## src/rtl/bus_pkg.sv

```systemverilog
// Shared encodings for the SRAM-like bus arbiter: access sizes, owner tags
// and grant state machine states.
package bus_pkg;

    localparam logic [1:0] SZ_BYTE = 2'd0;
    localparam logic [1:0] SZ_HALF = 2'd1;
    localparam logic [1:0] SZ_WORD = 2'd2;

    localparam logic OWN_INST = 1'b0;
    localparam logic OWN_DATA = 1'b1;

    typedef enum logic [1:0] {
        IDLE   = 2'd0,
        HOLD_I = 2'd1,
        HOLD_D = 2'd2
    } arb_state_e;

endpackage

```

## src/rtl/owner_fifo.sv

```systemverilog
// In-order record of which master owns each accepted bus transaction.
// One bit per entry; full/empty come from an occupancy count.
module owner_fifo #(
    parameter int DEPTH = 2
) (
    input  logic clk,
    input  logic resetn,
    input  logic push,
    input  logic pop,
    input  logic din,
    output logic head,
    output logic full,
    output logic empty
);

    localparam int PW = (DEPTH > 1) ? $clog2(DEPTH) : 1;
    localparam int CW = $clog2(DEPTH + 1);

    logic [DEPTH-1:0] mem_q;
    logic [PW-1:0]    wr_ptr_q;
    logic [PW-1:0]    rd_ptr_q;
    logic [CW-1:0]    count_q;
    logic             do_push;
    logic             do_pop;

    assign full    = (count_q == CW'(DEPTH));
    assign empty   = (count_q == '0);
    assign head    = mem_q[rd_ptr_q];
    assign do_push = push && !full;
    assign do_pop  = pop && !empty;

    function automatic logic [PW-1:0] ptr_inc(input logic [PW-1:0] p);
        return (p == PW'(DEPTH - 1)) ? '0 : p + PW'(1);
    endfunction

    always_ff @(posedge clk or negedge resetn) begin
        if (!resetn) begin
            mem_q    <= '0;
            wr_ptr_q <= '0;
            rd_ptr_q <= '0;
            count_q  <= '0;
        end else begin
            if (do_push) begin
                mem_q[wr_ptr_q] <= din;
                wr_ptr_q        <= ptr_inc(wr_ptr_q);
            end
            if (do_pop) begin
                rd_ptr_q <= ptr_inc(rd_ptr_q);
            end
            if (do_push && !do_pop) begin
                count_q <= count_q + CW'(1);
            end else if (do_pop && !do_push) begin
                count_q <= count_q - CW'(1);
            end
        end
    end

endmodule

```

## src/rtl/sram_bus_arbiter.sv

```systemverilog
// Shares one SRAM-like bus between the instruction and data requesters:
// data-priority address arbitration, grant held until accepted, in-order response routing.
//
//   state  | meaning
//   IDLE   | no forwarded request pending; grant picks data first, then inst
//   HOLD_I | inst request forwarded but not yet accepted; grant locked to inst
//   HOLD_D | data request forwarded but not yet accepted; grant locked to data
module sram_bus_arbiter
    import bus_pkg::*;
#(
    parameter int OUTSTANDING = 2,
    parameter int ADDR_W      = 32
) (
    input  logic              clk,
    input  logic              resetn,

    input  logic              inst_req,
    input  logic              inst_wr,
    input  logic [1:0]        inst_size,
    input  logic [3:0]        inst_wstrb,
    input  logic [ADDR_W-1:0] inst_addr,
    input  logic [31:0]       inst_wdata,
    output logic              inst_addr_ok,
    output logic              inst_data_ok,
    output logic [31:0]       inst_rdata,

    input  logic              data_req,
    input  logic              data_wr,
    input  logic [1:0]        data_size,
    input  logic [3:0]        data_wstrb,
    input  logic [ADDR_W-1:0] data_addr,
    input  logic [31:0]       data_wdata,
    output logic              data_addr_ok,
    output logic              data_data_ok,
    output logic [31:0]       data_rdata,

    output logic              req,
    output logic              wr,
    output logic [1:0]        size,
    output logic [3:0]        wstrb,
    output logic [ADDR_W-1:0] addr,
    output logic [31:0]       wdata,
    input  logic              addr_ok,
    input  logic              data_ok,
    input  logic [31:0]       rdata,

    output logic              busy,
    output logic              proto_err
);

    arb_state_e state_q;
    logic       proto_err_q;
    logic       gnt_own;
    logic       gnt_req;
    logic       fifo_full;
    logic       fifo_empty;
    logic       fifo_head;
    logic       push;
    logic       pop;

    assign gnt_own = (state_q == HOLD_D) ? OWN_DATA :
                     (state_q == HOLD_I) ? OWN_INST :
                     (data_req ? OWN_DATA : OWN_INST);

    assign gnt_req = (gnt_own == OWN_DATA) ? data_req : inst_req;

    // Full blocks req regardless of a same-cycle pop, so data_ok never reaches req.
    assign req   = gnt_req && !fifo_full;
    assign wr    = (gnt_own == OWN_DATA) ? data_wr    : inst_wr;
    assign size  = (gnt_own == OWN_DATA) ? data_size  : inst_size;
    assign wstrb = (gnt_own == OWN_DATA) ? data_wstrb : inst_wstrb;
    assign addr  = (gnt_own == OWN_DATA) ? data_addr  : inst_addr;
    assign wdata = (gnt_own == OWN_DATA) ? data_wdata : inst_wdata;

    assign push = req && addr_ok;
    assign pop  = data_ok && !fifo_empty;

    assign inst_addr_ok = push && (gnt_own == OWN_INST);
    assign data_addr_ok = push && (gnt_own == OWN_DATA);
    assign inst_data_ok = pop && (fifo_head == OWN_INST);
    assign data_data_ok = pop && (fifo_head == OWN_DATA);
    assign inst_rdata   = rdata;
    assign data_rdata   = rdata;

    assign busy      = !fifo_empty;
    assign proto_err = proto_err_q;

    always_ff @(posedge clk or negedge resetn) begin
        if (!resetn) begin
            state_q     <= IDLE;
            proto_err_q <= 1'b0;
        end else begin
            if (data_ok && fifo_empty) begin
                proto_err_q <= 1'b1;
            end
            case (state_q)
                IDLE: begin
                    if (req && !addr_ok) begin
                        state_q <= (gnt_own == OWN_DATA) ? HOLD_D : HOLD_I;
                    end
                end
                HOLD_I: begin
                    if (addr_ok || !inst_req) begin
                        state_q <= IDLE;
                    end
                end
                HOLD_D: begin
                    if (addr_ok || !data_req) begin
                        state_q <= IDLE;
                    end
                end
                default: state_q <= IDLE;
            endcase
        end
    end

    owner_fifo #(
        .DEPTH (OUTSTANDING)
    ) u_owner_fifo (
        .clk    (clk),
        .resetn (resetn),
        .push   (push),
        .pop    (pop),
        .din    (gnt_own),
        .head   (fifo_head),
        .full   (fifo_full),
        .empty  (fifo_empty)
    );

endmodule

```

## config.mk

```make
export PLATFORM = sky130hd
export DESIGN_NAME = sram_bus_arbiter
export DESIGN_NICKNAME = d
export VERILOG_FILES = /design/src/rtl/bus_pkg.sv /design/src/rtl/owner_fifo.sv /design/src/rtl/sram_bus_arbiter.sv
export SDC_FILE = /design/constraint.sdc
export NUM_CORES = 1
export LEC_CHECK = 0
export CORE_AREA = 3 3 125 127
export DETAILED_ROUTE_END_ITERATION = 16
export DIE_AREA = 0 0 128 130
export HOLD_SLACK_MARGIN = 0.03
export PLACE_DENSITY = 0.5
export SLEW_MARGIN = 15
export SYNTH_ARGS = -nofsm -noshare
export SYNTH_HDL_FRONTEND = slang
export SYNTH_SLANG_ARGS = --single-unit
```

## constraint.sdc

```tcl
create_clock -name clk -period 3.1 [get_ports clk]
set_clock_uncertainty 0.15 [all_clocks]
set_input_delay 0.31 -clock clk [delete_from_list [all_inputs] [get_ports clk]]
set_output_delay 0.31 -clock clk [all_outputs]
set_load 0.01 [all_outputs]
```

* Word level (Yosys, flattened, before mapping) *
Cells that the tools add are included.

operators by class
  bitwise operators = 2
  $add $sub $neg = 4
  reduce and logical (&&, ||, !) cells = 27
  order comparisons = 3
  muxes and demuxes = 23
  eq/ne operators = 6

operators with widths
  kind                 number
  $mux 32              2
  $logic_and 1x1->1    14
  $mux 2               7
  $mux 1               10
  $logic_not 1->1      7
  $pmux 2 s3           1
  $eq 2x2->1 const B   2
  $logic_not 2->1      2
  $lt 1x2->1 const B   2
  $mux 4               1
  $ne 2x1->1 const B   2
  $reduce_and 3->1     1
  $add 1x1->1 const B  2
  $add 2x1->2 const B  1
  $bwmux 2             1
  $eq 2x1->1 const B   1
  $logic_or 1x1->1     2
  $ne 2x2->1 const B   1
  $not 1->1            2
  $reduce_bool 2->1    1
  $sub 2x1->2 const B  1
  $demux 1 s1          1
  $ge 1x1->1 const B   1

word-level totals
  bits in registers = 9
  logic and storage cells = 71
  output and inout port bits = 142

* Depth between registers and ports, before layout *
Gate-level depths: netlist of the first run.

  word-level depth = 11
  depth in mapped cells = 7
  gate-level depth less buffers = 7

* Cells and area by module *
Synthesis of the first run repeated with hierarchy kept, for this count alone.

second synthesis, totals
  cell total of the unflattened synthesis = 189
  area, all modules = 1848.0 µm²

modules (own cells, without submodules)
  module            area an instance (µm²)  seq. area each (µm²)  cells an instance  instances
  sram_bus_arbiter  1564.0                  75.1                  166                1
  owner_fifo        284.0                   150.1                 23                 1

* Worst setup path before layout of the first run *
Ideal clock, no wire load.

  path kind = reg-to-output
  start point = register state_q[0]
  end point = output addr[0]
  buffers on the path = 2
  cell stages (with the launch flop) = 7
  arrival time = 1308 ps
  data required time = 2640 ps
  path slack = 1332 ps
  cells stage by stage = dfrtp_1 inv_2 a21oi_1 a21oi_2 buf_6 buf_6 mux2_4

between the ends
  word-level cells in the longest chain between the ends = 4
  elaborated cells between the ends (all ways) = 5
  those cells by class = 2 x eq/ne; 3 x mux

RTL lines
  element                 line                    RTL
  from (decl)             sram_bus_arbiter.sv:51  arb_state_e state_q;
  from (signal assigned)  sram_bus_arbiter.sv:99  state_q <= (gnt_own == OWN_DATA) ? HOLD_D : HOLD_I;
  $eq 2x1->1              sram_bus_arbiter.sv:62  (state_q == HOLD_I) ? OWN_INST :
  $mux 1                  sram_bus_arbiter.sv:62
  $mux 1 (*)              sram_bus_arbiter.sv:61  assign gnt_own = (state_q == HOLD_D) ? OWN_DATA :
  $mux 32 (*)             sram_bus_arbiter.sv:72  assign addr = (gnt_own == OWN_DATA) ? data_addr : inst_addr;
  to (decl)               sram_bus_arbiter.sv:41  output logic [ADDR_W-1:0] addr,

Mark *: on every way between the ends. The rest lies on a longest branch, timed or not.

* Worst setup path in the final report of the first run *
  start point = input data_req
  end point = output wdata[5]

between the ends
  word-level cells in the longest chain between the ends = 4

RTL lines
  element      line                    RTL
  from (decl)  sram_bus_arbiter.sv:27  input logic data_req,
  $mux 1       sram_bus_arbiter.sv:63  (data_req ? OWN_DATA : OWN_INST);
  $mux 1       sram_bus_arbiter.sv:62
  $mux 1       sram_bus_arbiter.sv:61
  $mux 32      sram_bus_arbiter.sv:73  assign wdata = (gnt_own == OWN_DATA) ? data_wdata : inst_wdata;
  to (decl)    sram_bus_arbiter.sv:42  output logic [31:0] wdata,

Every way passes these cells.

==> results.md, run 1 <==
* Outcome: completed
* DR DRC count at 0
* H-tree depth at 1
* Post-synth ARST share at 100%
* Commonest non-fill, non-tap cells in the layout: 223 x clkdlybuf4s50_1, 48 x mux2_4, 25 x mux2_2, 9 x dfrtp_1, 5 x nor2_1
* Global route total overflow at 0
* RD Place Congestion at roughly 0.82
* Sequential area share after synthesis at roughly 11%
* Worst slack, placed at between 0.2 and 0.25 ns
* Worst hold-check path type: input port to asynchronous set/reset pin
* Clk pwr share at 14.3%
* Syn nets at 369
* Total Routed Length at around 9.4 mm
* Worst IR Drop VDD at between 0.2 and 0.25 mV
* Post-route cell area at 4050 µm²
* Internal Dissipation at between 1 and 1.5 mW
* Core Region at ~15000 µm²
* Antenna Diode Count at 0
* Slew HR at just over 70%
* Drt wl/cell at 17.8 µm
* Setup WS post-layout at around 0.24 ns
* DIE AREA at around 17000 µm²
* PwrDens at roughly 400 nW/µm²
* RSZ-0062 raised after global routing: no
* Syn_area_per_cell at 10.7 µm²
* Clk slew on worst S/H paths at around 0.040 ns
* Row count at between 40 and 50
* GRT Total Usage at between 9 and 10%
* Max-cap violations at 0
* Post-CTS Resized at 0
* Vias per cell at between 3 and 4
* Setup-failing EPs final at 0
* CTS buffer count at 3
* Critical Path Sink Type: output pin
* Seq cells post-synth at 9
* Worst Tran Pin Value at 0.408 ns
* Crit Path Category: input port to output pin
* Switching share of power at a little under a third
* Final hold vios at 0
* Clock Tree Buf Depth at 2
* Final Cycle Share at 92.2%
* EDFF count, synth at 0
* Die W at around 130 µm
* Post-synth cell types at 26
* Cell count after synthesis at 188
* CTS tree: yes
* Ys flop type: dfrtp_1
* Drt pass-1 iters at 3
* Req. time, crit path at between 2 and 3 ns
* Storage cell area at approximately 230 µm²
* Share of cells above drive strength 1 at a little under a quarter
* Root Driver: clkbuf_16
* # IOs at 322
* Comb pwr share at approximately 73%
* Max Slew Vio Count at 0
* Critical Path Fanout Max at 36
* Area of the multi-input gates at around 1200 µm²
* Commonest non-fill, non-tap cell in the layout: clkdlybuf4s50_1
* WP data arrival at 2.40 ns
* Final nets at between 500 and 600
* Placed Area at a little under 4000 µm²
* Iteration-0 DRC count of the detailed router at 31
* Net Switching at about 500 µW
* Fillcell total at about 1500
* Total clock sinks at 9
* Port-buffer cells at ~230
* Final ANT Viol Nets at 0
* Lkg Pwr at roughly 1.6 nW
* Hold slack final at 0.227 ns
* Synthesized cell area at 2010 µm²
* Via Count at 1975
* Placed wire-length estimate at a little over 8 mm
* Initial Util at roughly 14%
* Yosys Warn Count at 0
* Worst setup SP type: input port
* Worst-Skew Late Latency at 0.23 ns
* Die H at 130 µm
* Post-CTS Setup Inserts at 0
* Initial antenna violation count at 0
* Setup TNS at 0 ns
* Final min period at between 2 and 3 ns
* Pin count of the biggest net entering global routing at 40
* Flop pwr share at between 10% and 20%
* Area delta synth->final at 102%
* Post-CTS Hold Buffers at 0
* Vias in the first global route at 2040
* Global-route wire length before repair at around 12 mm
* Fmax at around 350 MHz
-- power by group through the flow --
stage	Sequential (mW)	Combinational, mW	Clock, mW
after floorplan	0.196	0.665	0
after global placement	0.203	1.16	0
after detailed placement	0.205	1.16	0
after CTS	0.205	1.17	0.232
after global routing	0.211	1.22	0.234
final	0.204	1.15	0.226
-- final timing paths --
kind | from | to | slack (ns) | cells after the start
max | data_req | wdata[5] | 0.24 | 6
min | resetn | u_owner_fifo.mem_q[0]$_DFFE_PN0P_ | 0.23 | 1
max reg2reg | state_q[0]$_DFFE_PN0P_ | u_owner_fifo.count_q[1]$_DFFE_PN0P_ | 1.10 | 7
min reg2reg | proto_err$_DFFE_PN0P_ | proto_err$_DFFE_PN0P_ | 0.30 | 1
max in group asynchronous | resetn | u_owner_fifo.count_q[0]$_DFFE_PN0P_ | 2.29 | 1
min in group clk | proto_err$_DFFE_PN0P_ | proto_err$_DFFE_PN0P_ | 0.30 | 1
-- critical path, cell delays in order --
cell	delay (ns)
clkdlybuf4s50_1	0.52
inv_1	0.10
a21oi_4	0.22
buf_12	0.25
mux2_2	0.37
clkdlybuf4s50_1	0.56
-- area by class of cell --
type                    instances  share of cell area [%]
clock buffers                   4                    1.95
inverters                       4                   0.371
multi-input cells             103                    30.0
flip-flops and latches          9                    5.56
well taps                     184                    5.68
repair buffers                227                    56.5
-- cells by family (layout without fill, tap and decap cells) --
kind of cell,Yosys count,after routing,share of synthesized area (%)
compound gates,6,6,2.12
xor+xnor,5,5,2.18
fa+ha+maj,1,1,0.624
buf+inv,76,235,28.6
flops,9,9,11.2
mux,74,74,50.5
simple gates,17,17,4.80
-- cell usage after synthesis (2+ instances only) --
cell	n	share of area [%]
buf_4	64	24
mux2_4	48	36
mux2_2	25	14
dfrtp_1	9	11
buf_6	6	3.4
nor2_1	5	0.94
a21oi_1	3	0.75
inv_1	3	0.56
xor2_1	3	1.3
buf_2	2	0.50
nand2_1	2	0.37
nand2b_1	2	0.62
nor3_1	2	0.50
xnor2_1	2	0.87
-- per-stage QoR --
stage / power [mW] / std cells / utilization, %
global placement: 1.36 / 527 / 27.3
finish: 1.58 / 531 / 27.9
detailed placement: 1.37 / 527 / 27.3
floorplan: 0.861 / 188 / -
global route: 1.67 / 531 / 27.9
CTS: 1.61 / 531 / 27.9
-- sequential cells by signal, indices dropped and copies added (netlist names) --
name,cells
u_owner_fifo.count_q,2
proto_err,1
u_owner_fifo.mem_q,2
state_q,2
u_owner_fifo.rd_ptr_q,1
u_owner_fifo.wr_ptr_q,1
-- routing by layer --
layer  wire length, µm  global-route usage (%)  up-vias
met5                 0                       0        -
met4               191                    2.68        0
met3              1350                    5.12       12
met2              4360                    16.2      190
met1              3530                    11.4      874
li1                  -                       -      899
Note: power is estimated with default switching activity, not from simulation.
==> run 2, diff against run 1 <==
--- a/config.mk
+++ b/config.mk
@@ -10,6 +10,7 @@
 export DIE_AREA = 0 0 128 130
 export HOLD_SLACK_MARGIN = 0.03
 export PLACE_DENSITY = 0.5
+export REMOVE_ABC_BUFFERS = 1
 export SLEW_MARGIN = 15
 export SYNTH_ARGS = -nofsm -noshare
 export SYNTH_HDL_FRONTEND = slang
==> run 2 against run 1 <==
Non-clock buffer count is 1 higher. First-iteration DRC count is 35% higher. Final area is 0.31% higher. Maximum frequency is 1.2% higher. Total power is 0.78% lower. Combinational power hardly changed. Worst hold slack better by 0.021 ns. Sequential cell count stayed put. Count of clock-buffer cells in the layout stayed put. Utilization is 0.086 points higher. Sequential power hardly changed. Clock power hardly changed. Highest routed layer is now met5.
==> results.md, run 2 (synthesis gave the netlist of run 1 again) <==
* Outcome: completed
* RR Endpoint: u_owner_fifo.count_q[1]$_DFFE_PN0P_
* GRT busiest layer: met2
* Critical Path Fanout Max at 43 (+19%)
* Root Driver: clkbuf_16
* Commonest non-fill, non-tap cells in the layout: 225 x clkdlybuf4s50_1, 48 x mux2_4, 25 x mux2_2, 9 x dfrtp_1, 5 x nor2_1
* PnR Total Power at 1.56 mW (-0.78%)
* Commonest non-fill, non-tap cell in the layout: clkdlybuf4s50_1
* Crit Path Category: input port to output pin
* Post-CTS Setup Inserts at 0 (unchanged)
* Vias in the first global route at 2135 (+4.7%)
* Peak per-stage delay on the critical path at 0.54 ns (-0.02 ns)
* Slew HR at 69.4% (-3.3 points)
* Die H at 130 µm (unchanged)
* Reg2reg path depth at 6 (-1)
* DR DRC count at 0 (unchanged)
* Worst-Skew Late Latency at 0.23 ns (about the same)
* Global route total overflow at 0 (unchanged)
* Post-route cell area at 4060 µm² (+0.31%)
* Core Region at 14500 µm² (unchanged)
* Via Count at 2008 (+1.7%)
* Area delta synth->final at 103%
* Finished Layout Cells at 532 (+0.19%)
* Drt pass-1 iters at 2 (-1)
* Max-cap violations at 0 (unchanged)
* Fillcell total at 1542 (+1.7%)
* Post-CTS Resized at 0 (unchanged)
* Bufs and invs on worst path at 4 (unchanged)
* Final min period at 2.83 ns (-0.0325 ns)
* Reg-to-Reg Start: state_q[0]$_DFFE_PN0P_
* Lkg Pwr at 1.64 nW (+0.20%)
* Worst-path cell chain: clkdlybuf4s50_1 -> inv_1 -> a21oi_4 -> buf_12 -> mux2_2 -> clkdlybuf4s50_1
* Clock Tree Buf Depth at 2 (unchanged)
* Post-CTS Hold Buffers at 0 (unchanged)
* Placed Area at 3990 µm² (+0.31%)
* Worst IR Drop VDD at 0.169 mV (-21%)
* Initial antenna violation count at 0 (unchanged)
* Pin count of the biggest net entering global routing at 44 (+10%)
* Final hold vios at 0 (unchanged)
* Port-buffer cells at 225 (unchanged)
* Met1 usage at 11.6% (+0.26 points)
* Final ANT Viol Nets at 0 (unchanged)
* Antenna Diode Count at 0 (unchanged)
* Row count at 44 (unchanged)
* Global-route wire length before repair at 13.2 mm (+6.2%)
* Initial Util at 13.8% (unchanged)
* Share of cells above drive strength 1 at 23.6% (-0.36 points)
* Met2 Use GR at 15.6% (-0.68 points)
* Setup-failing EPs final at 0 (unchanged)
* Slowest-stage cell, CP: clkdlybuf4s50_1
* Critical path's top delay family: buffers and inverters
* Critical Path Sink Type: output pin
* Worst setup SP type: input port
* Drt wl/cell at 18.3 µm (+2.9%)
* Worst Tran Pin Value at 0.458 ns (+0.0495 ns)
* Placed cell count at 528 (+0.19%)
* Total Routed Length at 9.72 mm (+3.1%)
* Final Cycle Share at 91.1% (-1.0 points)
* GRT Total Usage at 10.5% (+0.62 points)
* Hold slack final at 0.249 ns (+0.0215 ns)
* WP data arrival at 2.37 ns (-0.03 ns)
* DIE AREA at 16600 µm² (unchanged)
* CTS buffer count at 3 (unchanged)
* Fmax at 354 MHz (+1.2%)
* Placed wire-length estimate at 8.35 mm (+0.84%)
* RD Place Congestion at 0.702 (-15%)
* Die W at 128 µm (unchanged)
* Req. time, crit path at 2.64 ns (about the same)
* Setup TNS at 0 ns (unchanged)
* Total clock sinks at 9 (unchanged)
* Worst hold-check path type: input port to asynchronous set/reset pin
* Met3 Use GR at 8.76% (+3.6 points)
* Largest registers: state_q x2, u_owner_fifo.count_q x2, u_owner_fifo.mem_q x2
* Reg-to-reg slack, setup at 1.20 ns (+0.10 ns)
* Iteration-0 DRC count of the detailed router at 42 (+35%)
* # IOs at 322 (unchanged)
* RSZ-0062 raised after global routing: no
* CTS tree: yes
* Vias per cell at 3.77 (+1.5%)
* H-tree depth at 1 (unchanged)
* Clk slew on worst S/H paths at 0.04 ns (about the same)
* Max Slew Vio Count at 0 (unchanged)
* PwrDens at 385 nW/µm² (-1.1%)
* Most used cell, CP: clkdlybuf4s50_1
* Final nets at 530 (+0.19%)
run 2: how the worst max path moves through the flow:
stage               cells after the start                    from        to
floorplan                               2  state_q[0]$_DFFE_PN0P_  addr[31]
global placement                        6                data_req  addr[31]
detailed placement                      6                data_req  addr[31]
CTS                                     6                data_req  addr[31]
global route                            6                data_req  addr[31]
finish                                  6                data_req  addr[31]
run 2: worst reg2reg max path, cell delays in order (launching register included):
cell and delay [ns]:
dfrtp_1 0.43, or3b_1 0.40, nand3_2 0.12, nor2_1 0.10, ha_1 0.32, nor2_1 0.13, xor2_1 0.15
run 2: cell type report:
| type | instances | area [µm²] | area share, % |
|---|---|---|---|
| inverter | 4 | 15.0 | 0.369 |
| timing repair buffer | 228 | 2300 | 56.6 |
| multi-input combinational | 103 | 1210 | 29.9 |
| clock buffer | 4 | 78.8 | 1.94 |
| tap | 184 | 230 | 5.67 |
| sequential | 9 | 225 | 5.54 |
run 2: power breakdown:
group	internal (mW)	switching, mW
sequential	0.165	0.0392
clock	0.172	0.0546
combinational	0.742	0.391
run 2: through the flow:
step	utilization (%)	setup slack [ns]
floorplan	-	-1.25
global placement	27.4	0.295
detailed placement	27.4	0.265
CTS	28.0	0.264
global route	28.0	0.186
finish	28.0	0.275
run 2: per-layer routing:
layer / routed length (µm) / vias up / part of all wire (%)
met3: 1700 / 7 / 17
met2: 4340 / 197 / 45
met5: 40 / - / 0.41
met1: 3600 / 899 / 37
met4: 46 / 2 / 0.47
li1: - / 903 / -
==> run 3, diff against run 2 <==
--- a/config.mk
+++ b/config.mk
@@ -6,12 +6,14 @@
 export NUM_CORES = 1
 export LEC_CHECK = 0
 export CORE_AREA = 3 3 125 127
+export CTS_CLUSTER_SIZE = 12
 export DETAILED_ROUTE_END_ITERATION = 16
 export DIE_AREA = 0 0 128 130
-export HOLD_SLACK_MARGIN = 0.03
-export PLACE_DENSITY = 0.5
+export HOLD_SLACK_MARGIN = 0.15
+export PLACE_DENSITY = 0.49
 export REMOVE_ABC_BUFFERS = 1
 export SLEW_MARGIN = 15
 export SYNTH_ARGS = -nofsm -noshare
 export SYNTH_HDL_FRONTEND = slang
+export SYNTH_HIERARCHICAL = 1
 export SYNTH_SLANG_ARGS = --single-unit
==> run 3 against run 2 <==
Maximum frequency increased by 0.25%. Cell count increased by 0.19%. Worst setup slack improved by 0.0070 ns. Total power decreased by 2.3%. Worst hold slack got worse by 0.014 ns. First-iteration DRC count increased by 19%. Clock power about the same. Register-to-register slack got worse by 0.47 ns. Synthesized area decreased by 7.9%. Sequential cell count unchanged. Wire length increased by 11%.
==> results.md, run 3 <==
* DIE AREA at 16600 µm² (unchanged)
* Iteration-0 DRC count of the detailed router at 50 (+19%)
* Total Routed Length at 10.8 mm (+11%)
* Ys flop type: dfrtp_1
* # IOs at 322 (unchanged)
* Max-cap violations at 0 (unchanged)
* Max Slew Vio Count at 0 (unchanged)
* CP Launch Point: data_req
* Post-CTS Resized at 0 (unchanged)
* RR Endpoint: u_owner_fifo/count_q[1]$_DFFE_PN0P_
* WP data arrival at 2.36 ns (about the same)
* Comb pwr share at 71.9% (-0.6 points)
* Final Cycle Share at 90.9% (-0.22 points)
* Internal Dissipation at 1.03 mW (-4.2%)
* Worst Tran Pin Value at 0.613 ns (+0.155 ns)
* Area delta synth->final at 110%
* Post-route cell area at 3890 µm² (-4.3%)
* Req. time, crit path at 2.64 ns (about the same)
* Largest registers: state_q x2, u_owner_fifo/count_q x2, u_owner_fifo/mem_q x2
* Global-route wire length before repair at 14.9 mm (+13%)
* Via Count at 2032 (+1.2%)
* Syn_area_per_cell at 9.78 µm² (-8.3%)
* Post-CTS Hold Buffers at 0 (unchanged)
* Crit Path Category: input port to output pin
* DR DRC count at 0 (unchanged)
* Flop pwr share at 13.5% (+0.5 points)
* Final ANT Viol Nets at 0 (unchanged)
* Share of cells above drive strength 1 at 21.5% (-2.1 points)
* Synthesized cell area at 1850 µm² (-7.9%)
* Post-synth ARST share at 100% (unchanged)
* Row count at 44 (unchanged)
* Antenna Diode Count at 0 (unchanged)
* Switching share of power at 32.4% (+1.4 points)
* Largest area contributor in the netlist: mux2_2
* Sequential area share after synthesis at 12.2% (+0.96 points)
* Worst-Skew Late Latency at 0.23 ns (about the same)
* Most common cell in the synthesized netlist: mux2_2
* Outcome: completed
* Reg2reg path depth at 8 (+2)
* Cell count after synthesis at 189 (+0.53%)
* Final hold vios at 0 (unchanged)
* EDFF count, synth at 0 (unchanged)
* Clock Tree Buf Depth at 2 (unchanged)
* Seq cells post-synth at 9 (unchanged)
* Post-synth cell types at 26 (unchanged)
* CTS tree: yes
* Slew HR at 58.6% (-11 points)
* Vias in the first global route at 2247 (+5.2%)
* Final nets at 531 (+0.19%)
* CTS buffer count at 3 (unchanged)
* RD Place Congestion at 0.761 (+8.4%)
* Post-CTS Setup Inserts at 0 (unchanged)
* Setup TNS at 0 ns (unchanged)
* Reg-to-Reg Start: u_owner_fifo/count_q[0]$_DFFE_PN0P_
* Die H at 130 µm (unchanged)
* Vias per cell at 3.81 (+1.0%)
* Reg-to-reg slack, setup at 0.73 ns (-0.47 ns)
* Yosys top cell area share at 41.4% (+5.5 points)
* Total clock sinks at 9 (unchanged)
* Yosys Warn Count at 6 (+6)
* Placed wire-length estimate at 9.45 mm (+13%)
* Pin count of the biggest net entering global routing at 53 (+20%)
* Clk pwr share at 14.6% (about the same)
* RSZ-0062 raised after global routing: no
* Post-synth top cells: 68 x mux2_2, 67 x buf_4, 9 x dfrtp_1
* PwrDens at 393 nW/µm² (+2.1%)
* Net Switching at 495 µW (+2.0%)
* Root Driver: clkbuf_16
* Commonest non-fill, non-tap cell in the layout: clkdlybuf4s50_1
* Placed Area at 3810 µm² (-4.4%)
* Top cells by area, synth: mux2_2 41%, buf_4 27%, dfrtp_1 12%, mux2_1 3.7%, buf_6 2.4%
* Commonest non-fill, non-tap cells in the layout: 225 x clkdlybuf4s50_1, 68 x mux2_2, 9 x dfrtp_1, 6 x nor2_1, 6 x mux2_1
* Initial Util at 12.7% (-1.1 points)
* Final min period at 2.82 ns (-0.00695 ns)
* Port-buffer cells at 225 (unchanged)
* GRT Total Usage at 12.0% (+1.5 points)
* Clk slew on worst S/H paths at 0.04 ns (about the same)
* Hold slack final at 0.234 ns (-0.0142 ns)
* Drt wl/cell at 20.3 µm (+11%)
* Worst hold-check path type: input port to asynchronous set/reset pin
* Critical Path Fanout Max at 52 (+21%)
* Worst IR Drop VDD at 0.127 mV (-25%)
* Global route total overflow at 0 (unchanged)
* Critical Path Sink Type: output pin
* Core Region at 14500 µm² (unchanged)
* Worst Setup EP: wdata[28]
* Die W at 128 µm (unchanged)
* Worst setup SP type: input port
* Lkg Pwr at 1.43 nW (-13%)
* Initial antenna violation count at 0 (unchanged)
* Drt pass-1 iters at 3 (+1)
* H-tree depth at 1 (unchanged)
* Fmax at 355 MHz (+0.25%)
* Setup-failing EPs final at 0 (unchanged)
[run 3: area by class of cell]
cell class / instances / area (µm²)
flip-flops and latches: 9 / 225
well taps: 184 / 230
inverters: 2 / 7.51
repair buffers: 227 / 2280
clock buffers: 4 / 78.8
fillers: 1568 / 10600
multi-input cells: 107 / 1070
[run 3: routing by layer]
| layer | wire, µm | part of all wire (%) | track usage, % |
|---|---|---|---|
| met1 | 4030 | 37 | 13.9 |
| met2 | 4970 | 46 | 17.5 |
| met3 | 1630 | 15 | 8.96 |
| met4 | 70 | 0.65 | 2.18 |
| met5 | 127 | 1.2 | 5.88 |
[run 3: stage by stage]
| step | total power [mW] | utilization [%] | std cells | worst slack (ns) |
|---|---|---|---|---|
| 3_5_place_dp | 1.31 | 26.2 | 529 | 0.238 |
| 2_1_floorplan | 0.696 | - | 118 | 0.518 |
| 4_1_cts | 1.55 | 26.8 | 533 | 0.232 |
| 3_3_place_gp | 1.31 | 26.2 | 529 | 0.245 |
| 6_report | 1.53 | 26.8 | 533 | 0.282 |
| 5_1_grt | 1.62 | 26.8 | 533 | 0.160 |
[run 3: power by group through the flow]
| stage | Clock (mW) | Sequential [mW] | Combinational (mW) |
|---|---|---|---|
| 2_1_floorplan | 0 | 0.198 | 0.497 |
| 3_3_place_gp | 0 | 0.206 | 1.10 |
| 5_1_grt | 0.235 | 0.211 | 1.18 |
| 3_5_place_dp | 0 | 0.207 | 1.11 |
| 6_report | 0.223 | 0.206 | 1.10 |
| 4_1_cts | 0.230 | 0.206 | 1.12 |
[run 3: worst min path at each step]
| stage | depth (start not counted) | startpoint | slack [ns] | endpoint |
|---|---|---|---|---|
| finish | 1 | resetn | 0.23 | proto_err$_DFFE_PN0P_ |
| global route | 1 | resetn | 0.27 | proto_err$_DFFE_PN0P_ |
| CTS | 1 | resetn | 0.25 | u_owner_fifo/mem_q[1]$_DFFE_PN0P_ |
| detailed placement | 1 | proto_err$_DFFE_PN0P_ | 0.30 | proto_err$_DFFE_PN0P_ |
| global placement | 1 | proto_err$_DFFE_PN0P_ | 0.29 | proto_err$_DFFE_PN0P_ |
| floorplan | 0 | resetn | -0.14 | proto_err$_DFFE_PN0P_ |
[run 3: critical path, cell delays in order]
cell	delay, ns
clkdlybuf4s50_1	0.56
nor2_1	0.10
o21ai_4	0.16
buf_12	0.28
mux2_2	0.38
clkdlybuf4s50_1	0.52
[run 3: cell families (layout without fill, tap and decap cells)]
kind of cell | count (synthesis) | in the layout | synth area share [%]
fa+ha+maj | 1 | 1 | 0.677
xor+xnor | 5 | 5 | 2.37
simple gates | 23 | 23 | 7.79
flops | 9 | 9 | 12.2
buf+inv | 73 | 233 | 30.1
mux | 74 | 74 | 45.1
compound gates | 4 | 4 | 1.83
